--- src/rtl/avl_test_pkg.sv ---
// Shared types for the Avalon-MM test driver: FSM states, command opcodes and the queued command record.
package avl_test_pkg;

  // Widest address/data a command record can carry; instances use the low ADDR_W/DATA_W bits.
  localparam int CMD_ADDR_MAX = 32;
  localparam int CMD_DATA_MAX = 64;

  typedef enum logic [1:0] {
    ST_IDLE,
    ST_FETCH,
    ST_ACCESS,
    ST_DONE
  } state_t;

  typedef enum logic {
    OP_WRITE      = 1'b0,
    OP_READ_CHECK = 1'b1
  } op_t;

  typedef struct packed {
    op_t                     op;
    logic [CMD_ADDR_MAX-1:0] addr;
    logic [CMD_DATA_MAX-1:0] data;
    logic [CMD_DATA_MAX-1:0] mask;
  } cmd_t;

  // High when any bit selected by mask differs between observed and expected data.
  function automatic logic masked_miss(input logic [CMD_DATA_MAX-1:0] got,
                                       input logic [CMD_DATA_MAX-1:0] exp,
                                       input logic [CMD_DATA_MAX-1:0] mask);
    return |((got ^ exp) & mask);
  endfunction

endpackage

--- src/rtl/cmd_fifo.sv ---
// Show-ahead command FIFO; pointers carry one extra wrap bit to tell full from empty.
module cmd_fifo #(
  parameter int WIDTH = 8,
  parameter int DEPTH = 16
) (
  input  logic             clk,
  input  logic             rst,
  input  logic             push,
  input  logic             pop,
  input  logic             flush,
  input  logic [WIDTH-1:0] wr_data,
  output logic [WIDTH-1:0] rd_data,
  output logic             full,
  output logic             empty
);

  localparam int AW = $clog2(DEPTH);

  logic [WIDTH-1:0] mem [DEPTH];
  logic [AW:0]      wr_ptr;
  logic [AW:0]      rd_ptr;

  always_ff @(posedge clk or posedge rst) begin
    if (rst) begin
      wr_ptr <= '0;
      rd_ptr <= '0;
    end else if (flush) begin
      wr_ptr <= '0;
      rd_ptr <= '0;
    end else begin
      if (push && !full)
        wr_ptr <= wr_ptr + 1'b1;
      if (pop && !empty)
        rd_ptr <= rd_ptr + 1'b1;
    end
  end

  always_ff @(posedge clk) begin
    if (push && !full)
      mem[wr_ptr[AW-1:0]] <= wr_data;
  end

  assign rd_data = mem[rd_ptr[AW-1:0]];
  assign empty   = (wr_ptr == rd_ptr);
  assign full    = (wr_ptr[AW] != rd_ptr[AW]) && (wr_ptr[AW-1:0] == rd_ptr[AW-1:0]);

endmodule

--- src/rtl/avl_test_driver.sv ---
// Queues WRITE / READ_CHECK commands, then replays them on an Avalon-MM master port,
// tallying masked read-compare results and aborting a run on a waitrequest stall timeout.
module avl_test_driver
  import avl_test_pkg::*;
#(
  parameter int ADDR_W  = 3,
  parameter int DATA_W  = 32,
  parameter int DEPTH   = 16,
  parameter int TIMEOUT = 1024
) (
  input  logic                       i_clk,
  input  logic                       i_reset,
  input  logic                       i_cmd_valid,
  output logic                       o_cmd_ready,
  input  logic                       i_cmd_op,
  input  logic [ADDR_W-1:0]          i_cmd_addr,
  input  logic [DATA_W-1:0]          i_cmd_data,
  input  logic [DATA_W-1:0]          i_cmd_mask,
  input  logic                       i_start,
  output logic [ADDR_W-1:0]          o_avm_address,
  output logic                       o_avm_read,
  output logic                       o_avm_write,
  output logic [DATA_W-1:0]          o_avm_writedata,
  input  logic [DATA_W-1:0]          i_avm_readdata,
  input  logic                       i_avm_waitrequest,
  output logic                       o_busy,
  output logic                       o_done,
  output logic [$clog2(DEPTH):0]     o_pass_cnt,
  output logic [$clog2(DEPTH):0]     o_fail_cnt,
  output logic [$clog2(DEPTH)-1:0]   o_first_fail,
  output logic                       o_timeout
);

  localparam int IDX_W   = $clog2(DEPTH);
  localparam int STALL_W = $clog2(TIMEOUT + 1);
  localparam int FIFO_W  = 1 + ADDR_W + 2 * DATA_W;

  state_t              state;
  state_t              state_nxt;
  cmd_t                cmd_p0;
  logic [FIFO_W-1:0]   fifo_wr;
  logic [FIFO_W-1:0]   fifo_rd;
  logic                fifo_full;
  logic                fifo_empty;
  logic                push;
  logic                pop;
  logic                flush;
  logic                run_start;
  logic                acc_timeout;
  logic                miss;
  logic [STALL_W-1:0]  stall_cnt;
  logic [IDX_W-1:0]    idx_p0;

  assign push        = i_cmd_valid && o_cmd_ready;
  assign fifo_wr     = {i_cmd_op, i_cmd_addr, i_cmd_data, i_cmd_mask};
  assign acc_timeout = i_avm_waitrequest && (stall_cnt == STALL_W'(TIMEOUT - 1));
  assign miss        = masked_miss(CMD_DATA_MAX'(i_avm_readdata), cmd_p0.data, cmd_p0.mask);

  cmd_fifo #(
    .WIDTH (FIFO_W),
    .DEPTH (DEPTH)
  ) u_cmd_fifo (
    .clk     (i_clk),
    .rst     (i_reset),
    .push    (push),
    .pop     (pop),
    .flush   (flush),
    .wr_data (fifo_wr),
    .rd_data (fifo_rd),
    .full    (fifo_full),
    .empty   (fifo_empty)
  );

  always_ff @(posedge i_clk or posedge i_reset) begin
    if (i_reset)
      state <= ST_IDLE;
    else
      state <= state_nxt;
  end

  // Strobes decode straight from the state register so reset drops them without waiting for a clock.
  always_comb begin
    state_nxt   = state;
    o_cmd_ready = 1'b0;
    o_busy      = 1'b0;
    o_done      = 1'b0;
    o_avm_read  = 1'b0;
    o_avm_write = 1'b0;
    pop         = 1'b0;
    flush       = 1'b0;
    run_start   = 1'b0;
    case (state)
      ST_IDLE: begin
        o_cmd_ready = !fifo_full;
        if (i_start) begin
          run_start = 1'b1;
          state_nxt = fifo_empty ? ST_DONE : ST_FETCH;
        end
      end
      ST_FETCH: begin
        o_busy    = 1'b1;
        pop       = 1'b1;
        state_nxt = ST_ACCESS;
      end
      ST_ACCESS: begin
        o_busy      = 1'b1;
        o_avm_read  = (cmd_p0.op == OP_READ_CHECK);
        o_avm_write = (cmd_p0.op == OP_WRITE);
        if (!i_avm_waitrequest) begin
          state_nxt = fifo_empty ? ST_DONE : ST_FETCH;
        end else if (acc_timeout) begin
          flush     = 1'b1;
          state_nxt = ST_DONE;
        end
      end
      ST_DONE: begin
        o_done    = 1'b1;
        state_nxt = ST_IDLE;
      end
      default: state_nxt = ST_IDLE;
    endcase
  end

  // p0: command register loaded on pop; results accumulate on the completing ACCESS cycle.
  always_ff @(posedge i_clk or posedge i_reset) begin
    if (i_reset) begin
      cmd_p0       <= '0;
      stall_cnt    <= '0;
      idx_p0       <= '0;
      o_pass_cnt   <= '0;
      o_fail_cnt   <= '0;
      o_first_fail <= '0;
      o_timeout    <= 1'b0;
    end else begin
      if (run_start) begin
        idx_p0       <= '0;
        o_pass_cnt   <= '0;
        o_fail_cnt   <= '0;
        o_first_fail <= '0;
        o_timeout    <= 1'b0;
      end
      if (pop) begin
        cmd_p0.op   <= op_t'(fifo_rd[FIFO_W-1]);
        cmd_p0.addr <= CMD_ADDR_MAX'(fifo_rd[FIFO_W-2 -: ADDR_W]);
        cmd_p0.data <= CMD_DATA_MAX'(fifo_rd[2*DATA_W-1 -: DATA_W]);
        cmd_p0.mask <= CMD_DATA_MAX'(fifo_rd[DATA_W-1:0]);
        stall_cnt   <= '0;
      end
      if (state == ST_ACCESS) begin
        if (!i_avm_waitrequest) begin
          idx_p0 <= idx_p0 + 1'b1;
          if (cmd_p0.op == OP_READ_CHECK) begin
            if (miss) begin
              o_fail_cnt <= o_fail_cnt + 1'b1;
              if (o_fail_cnt == '0)
                o_first_fail <= idx_p0;
            end else begin
              o_pass_cnt <= o_pass_cnt + 1'b1;
            end
          end
        end else begin
          stall_cnt <= stall_cnt + 1'b1;
          if (acc_timeout)
            o_timeout <= 1'b1;
        end
      end
    end
  end

  assign o_avm_address   = cmd_p0.addr[ADDR_W-1:0];
  assign o_avm_writedata = cmd_p0.data[DATA_W-1:0];

endmodule

--- config.mk ---
export PLATFORM = sky130hd
export DESIGN_NAME = avl_test_driver
export DESIGN_NICKNAME = d
export VERILOG_FILES = /design/src/rtl/avl_test_pkg.sv /design/src/rtl/cmd_fifo.sv /design/src/rtl/avl_test_driver.sv
export SDC_FILE = /design/constraint.sdc
export NUM_CORES = 1
export LEC_CHECK = 0
export ABC_CLOCK_PERIOD_IN_PS = 6300
export CORE_UTILIZATION = 55
export CTS_CLUSTER_SIZE = 8
export DETAILED_ROUTE_END_ITERATION = 8
export PLACE_DENSITY = 0.73
export RECOVER_POWER = 50
export SLEW_MARGIN = 20
export SYNTH_ARGS = -nofsm -noshare
export SYNTH_HDL_FRONTEND = slang
export SYNTH_HIERARCHICAL = 1
export SYNTH_SLANG_ARGS = --single-unit
--- constraint.sdc ---
create_clock -name i_clk -period 6.3 [get_ports i_clk]
set_input_delay 1.26 -clock i_clk [delete_from_list [all_inputs] [get_ports i_clk]]
set_output_delay 1.26 -clock i_clk [all_outputs]
set_load 0.005 [all_outputs]
Yosys cells after proc, flatten, opt, wreduce, memory -nomap -nowiden
Memory sizes are Yosys's and may differ from the RTL's. A register that Yosys moved wholly into a read port is not among the register bits.
Index checks and enable logic that the tools add are counted.
{"block": "op_classes", "bitwise": 3, "muxes": 48, "n_addsub": 6, "reduce_logical": 14, "eq_ne": 9}
{"op": "5-bit 2-to-1 mux", "n": 14}
{"op": "64-bit OR reduction", "n": 1}
{"op": "4-bit 2-to-1 mux", "n": 9}
{"op": "11-bit 2-to-1 mux", "n": 3}
{"op": "32-bit AND", "n": 1}
{"op": "32-bit XOR", "n": 1}
{"op": "5-bit by 1-bit adder with 5-bit output, second input constant", "n": 4}
{"op": "1-bit 2-to-1 mux", "n": 17}
{"op": "11-bit by 1-bit adder with 11-bit output, second input constant", "n": 1}
{"op": "11-bit by 10-bit == test with 1-bit output, second input constant", "n": 1}
{"op": "2-bit 2-to-1 mux", "n": 4}
{"op": "2-bit one-hot mux with 4 select lines", "n": 1}
{"op": "5-bit == test", "n": 1}
{"op": "1-bit logical AND", "n": 5}
{"op": "5-bit logical NOT", "n": 1}
{"op": "4-bit by 1-bit adder with 4-bit output, second input constant", "n": 1}
{"op": "2-bit == test, second input constant", "n": 2}
{"op": "4-bit == test", "n": 1}
{"op": "2-bit nonzero test", "n": 2}
{"op": "3-bit != test, second input constant", "n": 1}
{"op": "2-bit by 1-bit == test with 1-bit output, second input constant", "n": 1}
{"op": "1-bit logical NOT", "n": 2}
{"op": "2-bit logical NOT", "n": 1}
{"op": "2-bit != test, second input constant", "n": 1}
{"op": "other kinds (4)", "n": 4}
{"block": "word_totals", "word_cells": 90, "mem_bits_rw": 1088, "ff_bits": 42, "n_memories": 1, "input_bits": 105}
{"memory": "u_cmd_fifo.mem", "words": 16, "word_bits": 68, "rd": 1, "rd_clocked_by_memory_dff": 1, "wr": 1, "line": "cmd_fifo.sv:19", "rtl": "logic [WIDTH-1:0] mem [DEPTH];"}

Longest topological paths before layout
Gate-level depths: netlist of run 1.
{"block": "logic_depth", "ltp_word": 8, "mapped_depth": 11}

By module
Netlist of run 1, hierarchy kept.
{"mod": "cmd_fifo", "area_per_inst_um2": 42059.1, "seq_area_each_um2": 32921.6, "n_inst": 1, "cells_per_inst": 1891}
{"mod": "avl_test_driver", "area_per_inst_um2": 4951.0, "seq_area_each_um2": 2502.4, "n_inst": 1, "cells_per_inst": 423}

Least setup slack after synthesis of run 1
Ideal clock, no wire load.
{"block": "synth_path", "path_type": "input to register", "from": "input i_cmd_valid", "to": "register u_cmd_fifo.wr_ptr[4]", "path_buffers": 0, "arrival_ns": 5.508, "slack_ns": 0.710, "cell_stages": 4, "required_ns": 6.218, "cell_sequence": "and2_1 -> nand3_1 -> a21oi_1 -> mux2_2"}
{"block": "synth_via", "elab_chain_len": 3}
{"item": "from (decl)", "line": "avl_test_driver.sv:13", "rtl": "input logic i_cmd_valid,"}
{"item": "1-bit logical AND", "line": "avl_test_driver.sv:54", "rtl": "assign push = i_cmd_valid && o_cmd_ready;"}
{"item": "1-bit logical AND", "line": "cmd_fifo.sv:31", "rtl": "if (push && !full)"}
{"item": "2-bit nonzero test (no source line)"}
{"item": "to (signal assigned)", "line": "cmd_fifo.sv:32", "rtl": "wr_ptr <= wr_ptr + 1'b1;"}
{"item": "to (decl)", "line": "cmd_fifo.sv:20", "rtl": "logic [AW:0] wr_ptr;"}
Every way passes these cells.
A chain may end at the register's enable or synchronous reset.

Worst setup path after layout of run 1
{"block": "layout_path", "from": "register u_cmd_fifo.rd_ptr[1]", "to": "memory u_cmd_fifo/mem[2][10] (netlist name), enable pin"}
{"block": "layout_via", "elab_chain_len": 8}
{"item": "from (decl)", "line": "cmd_fifo.sv:21", "rtl": "logic [AW:0] rd_ptr;"}
{"item": "from (signal assigned)", "line": "cmd_fifo.sv:34", "rtl": "rd_ptr <= rd_ptr + 1'b1;"}
{"item": "4-bit == test", "line": "cmd_fifo.sv:45", "rtl": "assign full = (wr_ptr[AW] != rd_ptr[AW]) && (wr_ptr[AW-1:0] == rd_ptr[AW-1:0]);"}
{"item": "1-bit logical AND", "line": "cmd_fifo.sv:45"}
{"item": "named net fifo_full", "line": "avl_test_driver.sv:43", "rtl": "logic fifo_full;"}
{"item": "1-bit logical NOT", "line": "avl_test_driver.sv:94", "rtl": "o_cmd_ready = !fifo_full;"}
{"item": "1-bit 2-to-1 mux", "line": "avl_test_driver.sv:92", "rtl": "case (state)"}
{"item": "1-bit logical AND", "line": "avl_test_driver.sv:54"}
{"item": "named net push", "line": "avl_test_driver.sv:45", "rtl": "logic push;"}
{"item": "1-bit logical AND", "line": "cmd_fifo.sv:39", "rtl": "if (push && !full)"}
{"item": "1-bit 2-to-1 mux", "line": "cmd_fifo.sv:39"}
{"item": "1-bit 2-to-1 mux (not written as such)", "line": "cmd_fifo.sv:40", "rtl": "mem[wr_ptr[AW-1:0]] <= wr_data;"}
{"item": "to (decl)", "line": "cmd_fifo.sv:19"}
The timed path passes the listed nets, and every way through them passes these cells.

==> run_results.csv, run 1 <==
group,metric,value,unit
outcome,violations,"max-capacitance violations, max-slew violations",
synthesis,synth_warnings,6,
floorplan,chipHeight,294.4,µm
sta,fin_crit_sh,0.7250,
clock_tree,cts_buffers,168,
hold_path,min_delay_path_depth,1,
grt,grt_max_degree,101,
setup_path,worst_setup_path_start_kind,"flop",
sta,fin_setup_tns,0,ns
setup_path,crit_required,6.72,ns
layout,area_delta_synth_final,16.14,%
synthesis,synth.distinct_cells,51,
clock_tree,cts_tree,"yes",
clock_tree,root_buffer,"clkbuf_16",
sta,slew_headroom,-0.5336,
synthesis,ys_seq_elements,1198,
clock_tree,cts_max_path_buffers,3,
route,routedWlPerCell,29.67,µm
layout,layout.nets,2653,
layout,stdcell_count,3792,
clock_tree,clock_sinks,1198,
synthesis,synth_area,47010,µm²
synthesis,synth_commonest_cells,"1088 x edfxtp_1, 272 x mux4_2, 143 x nand2_1",
route,vias,23980,
route,drc,0,
setup_path,r2r_start,"u_cmd_fifo/rd_ptr[1]$_DFFE_PP0P_",
grt,antenna_found_initial,16,
grt,grt.overflow.total,0,
clock_tree,cts_hold_buf,0,
synthesis,synth_edf_count,1088,
sta,rsz0062_at_grt,"false",
outcome,status,"finished, violations left",
synthesis,synth-async-reset-ratio,0.09182,
setup_path,crit_buf_inv,2,
setup_path,cpPeakStageDelay,1.10,ns
placement,dp_hpwl,61.08,mm
floorplan,core,84090,µm²
synthesis,yosysMostFrequentCell,"edfxtp_1",
placement,place_congestion,0.8189,
synthesis,synth.area.top_cells,"edfxtp_1 69%, mux4_2 13%, dfrtp_1 5.9%, mux2_2 1.7%, nand2_1 1.1%",
floorplan,die_x,294.4,µm
grt,grt_pass1_wl,165.0,mm
hold_path,worstHoldStart,"o_timeout$_DFF_PP0_",
setup_path,r2r_end,"u_cmd_fifo/mem[2][10]$_DFFE_PP_",
pwr,peakVddDrop,557.1,µV
setup_path,rrSetupSlack,1.73,ns
setup_path,path_class,"flop to flop",
sta,setup-violations-final,0,
grt,grt.total_usage,0.2670,
synthesis,synthCells,2314,
route,dr.first_iter.drc_count,2560,
placement,port_buffers,159,
synthesis,synth_area_leader_cell,"edfxtp_1",
synthesis,synth_seq_area_share,0.7535,
hold_path,hp-class,"flop to flop",
sta,finalHoldViolations,0,
clock_tree,cts_max_level,4,
route,viasPerCell,6.325,
pwr,leakagePower,17.83,nW
synthesis,synth_ff_type,"edfxtp_1",
route,firstDrtPassIters,5,
sta,period_minus_slack,4.567,ns
setup_path,cp_cell_sequence,"xnor2_1 -> and4_1 -> nand2_1 -> inv_1 -> nor2_1 -> and2_1 -> a21boi_2 -> and3_4 -> buf_4",
setup_path,path_max_fanout,54,
setup_path,cp.arrival,4.98,ns
layout,drive_gt1_frac,0.2265,
setup_path,worstRegToRegCells,9,
placement,placed_cell_area,49690,µm²
synthesis,syn_avg_cell_area,20.32,µm²
setup_path,cp_top_family,"simple AND/OR/NAND/NOR gates",
floorplan,initial_core_util,0.5591,
synthesis,syn_nets,2434,
floorplan,rows,106,
placement,place_inst,3496,
synthesis,synth_top_cell_area_share,0.6950,
run,drv_cap,2,
setup_path,end_kind,"flop",
floorplan,ios,160,
setup_path,worst_path_max_delay_cell,"and3_4",
pwr,powerDensity,456.5,nW/µm²
hold_path,hold_path_end,"o_timeout$_DFF_PP0_",
floorplan,dieArea,86640,µm²
clock_tree,clk_pin_slew,0.05,ns
sta,skew,0.02873,ns
route,drtAntennaViolNets,0,
sta,maxSlewViolCount,66,
route,wl,112.5,mm
grt,grt_pass1_vias,24740,
sta,fmax,218.9,MHz
sta,max_slew.worst_pin.slew,2.288,ns
layout,n_fill_cell,5445,
clock_tree,clk_latency,0.75,ns
clock_tree,ctsResizeCount,0,
clock_tree,postCtsSetupBuffers,0,
layout,design_area,54600,µm²
kinds of logic after synthesis:
kind of cell,count (synthesis),share of synthesized area
flip-flops,1198,0.7535
multiplexers,371,0.1533
AND/OR/NAND/NOR,303,0.03149
AO/OA/AOI/OAI,207,0.02981
buffers and inverters,178,0.02002
XOR/XNOR,42,0.007825
adder cells (fa/ha/maj),15,0.003992
area by class of cell:
cell class                      instances  area (µm²)  share of cell area
Sequential cell                      1198       35440              0.6491
Multi-Input combinational cell        938       10740              0.1968
Clock buffer                          277        4656             0.08527
Timing Repair Buffer                  206        2012             0.03685
Tap cell                             1134        1419             0.02599
Clock inverter                         14       239.0            0.004377
Inverter                               21       80.08            0.001467
Antenna cell                            4       10.01           0.0001833
placed cells by master, fill, tap and decap left out, drive strengths merged, types with 45 or more instances in the layout:
master / count
dlygate4sd3: 71
dfrtp: 110
buf: 45
a211oi: 68
nand2: 143
clkbuf: 279
mux2: 73
clkdlybuf4s50: 88
mux4: 272
a31oi: 57
nor2b: 65
edfxtp: 1088
stage by stage:
step / total power (W) / util / hold WS, ns / setup slack, ns
6_report: 0.02492 / 0.6493 / 0.4886 / 1.733
5_1_grt: 0.02584 / 0.6492 / 0.4945 / 1.527
4_1_cts: 0.02505 / 0.6491 / 0.4787 / 1.803
3_5_place_dp: 0.01669 / 0.5909 / 0.4736 / 1.836
3_3_place_gp: 0.01656 / 0.5909 / 0.4631 / 1.953
2_1_floorplan: 0.01459 / - / 0.4444 / 0.7102
worst max-delay path by stage:
stage / startpoint / to / slack (ns) / depth (start not counted)
finish: u_cmd_fifo/rd_ptr[1]$_DFFE_PP0P_ / u_cmd_fifo/mem[2][10]$_DFFE_PP_ / 1.73 / 9
global route: u_cmd_fifo/rd_ptr[1]$_DFFE_PP0P_ / u_cmd_fifo/mem[2][12]$_DFFE_PP_ / 1.53 / 9
CTS: u_cmd_fifo/rd_ptr[1]$_DFFE_PP0P_ / u_cmd_fifo/mem[5][64]$_DFFE_PP_ / 1.80 / 9
detailed placement: u_cmd_fifo/rd_ptr[1]$_DFFE_PP0P_ / u_cmd_fifo/mem[5][46]$_DFFE_PP_ / 1.84 / 9
global placement: u_cmd_fifo/rd_ptr[1]$_DFFE_PP0P_ / u_cmd_fifo/mem[5][58]$_DFFE_PP_ / 1.95 / 9
floorplan: i_cmd_valid / u_cmd_fifo/wr_ptr[4]$_DFFE_PP0P_ / 0.71 / 4
worst reg2reg max path: cells and delay by family (launching register included):
| kind | cells | cell delay [ns] |
|---|---|---|
| DFF | 1 | 0.98 |
| and+or+nand+nor | 5 | 1.94 |
| AOI/OAI and AO/OA | 1 | 0.64 |
| buffers and inverters | 2 | 0.48 |
| xor gates and xnor gates | 1 | 0.20 |
sequential cells by signal (all words and copies together), names as in the netlist:
name and flops:
o_pass_cnt 5, u_cmd_fifo/wr_ptr 5, o_first_fail 4, u_cmd_fifo/rd_ptr 5, cmd_p0 33, o_timeout 1
state 2, o_avm_address 3, u_cmd_fifo/mem 1088, o_avm_writedata 32, o_fail_cnt 5, idx_p0 4
stall_cnt 11
where the power goes:
group          internal (W)  leakage, nW  switching [W]
logic               0.00304         4.36        0.00367
clock network       0.00505         2.33        0.00323
registers           0.00935         11.1       0.000571
metal layers:
metal / track usage / up-vias / part of all wire
li1: - / 9847 / -
met1: 0.3694 / 12620 / 0.39
met2: 0.4218 / 1307 / 0.48
met3: 0.06990 / 190 / 0.10
met4: 0.07800 / 18 / 0.023
met5: 0 / - / 0.0010
Power figures use the tool's default switching activity.
==> run 2, diff against run 1 <==
- ABC_CLOCK_PERIOD_IN_PS: 6300 -> 4430
- clock period: 6.3 -> 4.43 ns (I/O delays scaled with it)
==> run 2 against run 1 <==
  * Final area is 0.56% higher
  * Clock skew is 0.0010 ns higher
  * Highest routed layer unchanged
  * Worst hold slack lost 0.0046 ns
  * Clock power increased by 44%
  * The run still ends with max-capacitance violations, max-slew violations left
  * Count of clock-buffer cells in the layout rose by 18
  * Utilization increased by 0.37 points
  * Critical path depth is the same
  * Critical path type unchanged
==> run_results.csv, run 2 (synthesis results as in run 1) <==
group,metric,value,unit
route,drc,0,
sta,holdWs,0.4841,ns
grt,grt_pass1_vias,24850,
hold_path,hp-class,"flop to flop",
grt,grt_pass1_wl,165.0,mm
setup_path,crit_buf_inv,2,
run,drv_cap,2,
sta,maxSlewViolCount,103,
route,wl,111.3,mm
clock_tree,postCtsSetupBuffers,0,
setup_path,cpPeakStageDelay,0.69,ns
setup_path,end_kind,"flop",
clock_tree,clock_sinks,1198,
floorplan,chipHeight,294.4,µm
hold_path,worstHoldStart,"stall_cnt[9]$_DFF_PP0_",
pwr,leakagePower,17.94,nW
placement,dp_hpwl,60.74,mm
sta,fmax,264.2,MHz
route,drtAntennaViolNets,0,
clock_tree,clk_latency,0.74,ns
layout,layout_common_cells,"1088 x edfxtp_1, 272 x mux4_2, 175 x clkbuf_16, 143 x nand2_1, 120 x clkbuf_1",
sta,rsz0062_at_grt,"false",
setup_path,cp_cell_sequence,"xnor2_1 -> and4_1 -> nand2_1 -> inv_1 -> nor2_1 -> and2_1 -> a21boi_2 -> and3_4 -> buf_12",
setup_path,path_max_fanout,32,
pwr,peakVddDrop,562.2,µV
floorplan,dieArea,86640,µm²
setup_path,path_class,"flop to flop",
route,viasPerCell,6.313,
placement,place_congestion,0.8348,
route,routedWlPerCell,29.21,µm
layout,drive_gt1_frac,0.2267,
clock_tree,ctsResizeCount,0,
floorplan,core,84090,µm²
setup_path,cp_top_family,"simple AND/OR/NAND/NOR gates",
sta,fin_crit_sh,0.8545,
outcome,violations,"max-capacitance violations, max-slew violations",
layout,layout.nets,2657,
grt,grt.overflow.total,0,
clock_tree,root_buffer,"clkbuf_16",
setup_path,crit_required,4.84,ns
sta,slew_headroom,-0.7812,
sta,skew,0.02974,ns
floorplan,rows,106,
placement,port_buffers,159,
grt,grt_max_degree,167,
grt,antenna_found_initial,12,
outcome,status,"finished, violations left",
layout,area_delta_synth_final,16.80,%
route,vias,24050,
clock_tree,cts_buffers,167,
sta,fin_setup_tns,0,ns
route,dr.first_iter.drc_count,2691,
sta,finalHoldViolations,0,
floorplan,die_x,294.4,µm
setup_path,cp-startpoint,"u_cmd_fifo/rd_ptr[1]$_DFFE_PP0P_",
setup_path,r2r_start,"u_cmd_fifo/rd_ptr[1]$_DFFE_PP0P_",
clock_tree,cts_max_path_buffers,3,
pwr,powerDensity,650.0,nW/µm²
clock_tree,clk_pin_slew,0.05,ns
setup_path,worst_path_max_delay_cell,"and3_4",
layout,final_common_cell,"edfxtp_1",
sta,max_slew.worst_pin.slew,2.657,ns
pwr,total_power,0.03569,W
clock_tree,cts_hold_buf,0,
setup_path,worst_setup_path_start_kind,"flop",
setup_path,cp.arrival,4.19,ns
clock_tree,cts_tree,"yes",
floorplan,ios,160,
layout,largest_reg_flops,1088,
layout,final_util,0.6530,
sta,period_minus_slack,3.786,ns
route,firstDrtPassIters,5,
clock_tree,cts_max_level,4,
sta,setup-violations-final,0,
grt,grt.total_usage,0.2645,
floorplan,initial_core_util,0.5591,
==> run 2: layout make-up <==
| cell class | count | area [µm²] |
|---|---|---|
| tap | 1134 | 1419 |
| clock buffer | 295 | 4830 |
| timing repair buffer | 211 | 2292 |
| fill | 5382 | 29180 |
| antenna | 7 | 17.52 |
| sequential | 1198 | 35440 |
| inverter | 21 | 81.33 |
| clock inverter | 6 | 93.84 |
| multi-input combinational | 938 | 10730 |
==> run 2: worst paths after layout <==
check | endpoint | slack (ns) | depth (start not counted)
worst max-delay path | u_cmd_fifo/mem[6][18]$_DFFE_PP_ | 0.64 | 9
worst min-delay path | stall_cnt[9]$_DFF_PP0_ | 0.48 | 1
worst max register to register | u_cmd_fifo/mem[6][18]$_DFFE_PP_ | 0.64 | 9
worst min register to register | stall_cnt[9]$_DFF_PP0_ | 0.48 | 1
max in group asynchronous | o_avm_writedata[8]$_DFFE_PP0P_ | 1.77 | 3
min in group asynchronous | u_cmd_fifo/wr_ptr[2]$_DFFE_PP0P_ | 0.67 | 2
==> run 2: worst reg2reg max path, cell delays in order (launching register included) <==
cell	delay, ns
dfrtp_4	0.62
xnor2_1	0.21
and4_1	0.30
nand2_1	0.14
inv_1	0.07
nor2_1	0.11
and2_1	0.28
a21boi_2	0.68
and3_4	0.69
buf_12	0.33
==> run 2: report_power, final <==
| part | leakage, nW | internal [W] | switching (W) |
|---|---|---|---|
| logic | 4.46 | 0.00444 | 0.00536 |
| registers | 11.1 | 0.0133 | 0.000725 |
| clock network | 2.34 | 0.00730 | 0.00457 |
| total | 17.9 | 0.0250 | 0.0107 |
==> run 2: metal layers <==
layer | wire [µm] | global-route usage | up-vias
li1 | - | - | 9875
met1 | 44640 | 0.3791 | 12680
met2 | 53810 | 0.4127 | 1293
met3 | 10540 | 0.05927 | 189
met4 | 2253 | 0.07533 | 10
met5 | 64 | 0 | -
==> run 2: metrics by stage <==
step | cells | setup WS, ns | cell area (µm²)
4_1_cts | 3803 | 0.7152 | 54910
6_report | 3810 | 0.6444 | 54910
2_1_floorplan | 2314 | 0.4253 | 47010
5_1_grt | 3804 | 0.4967 | 54890
3_3_place_gp | 3502 | 0.7891 | 49980
3_5_place_dp | 3502 | 0.7607 | 49980
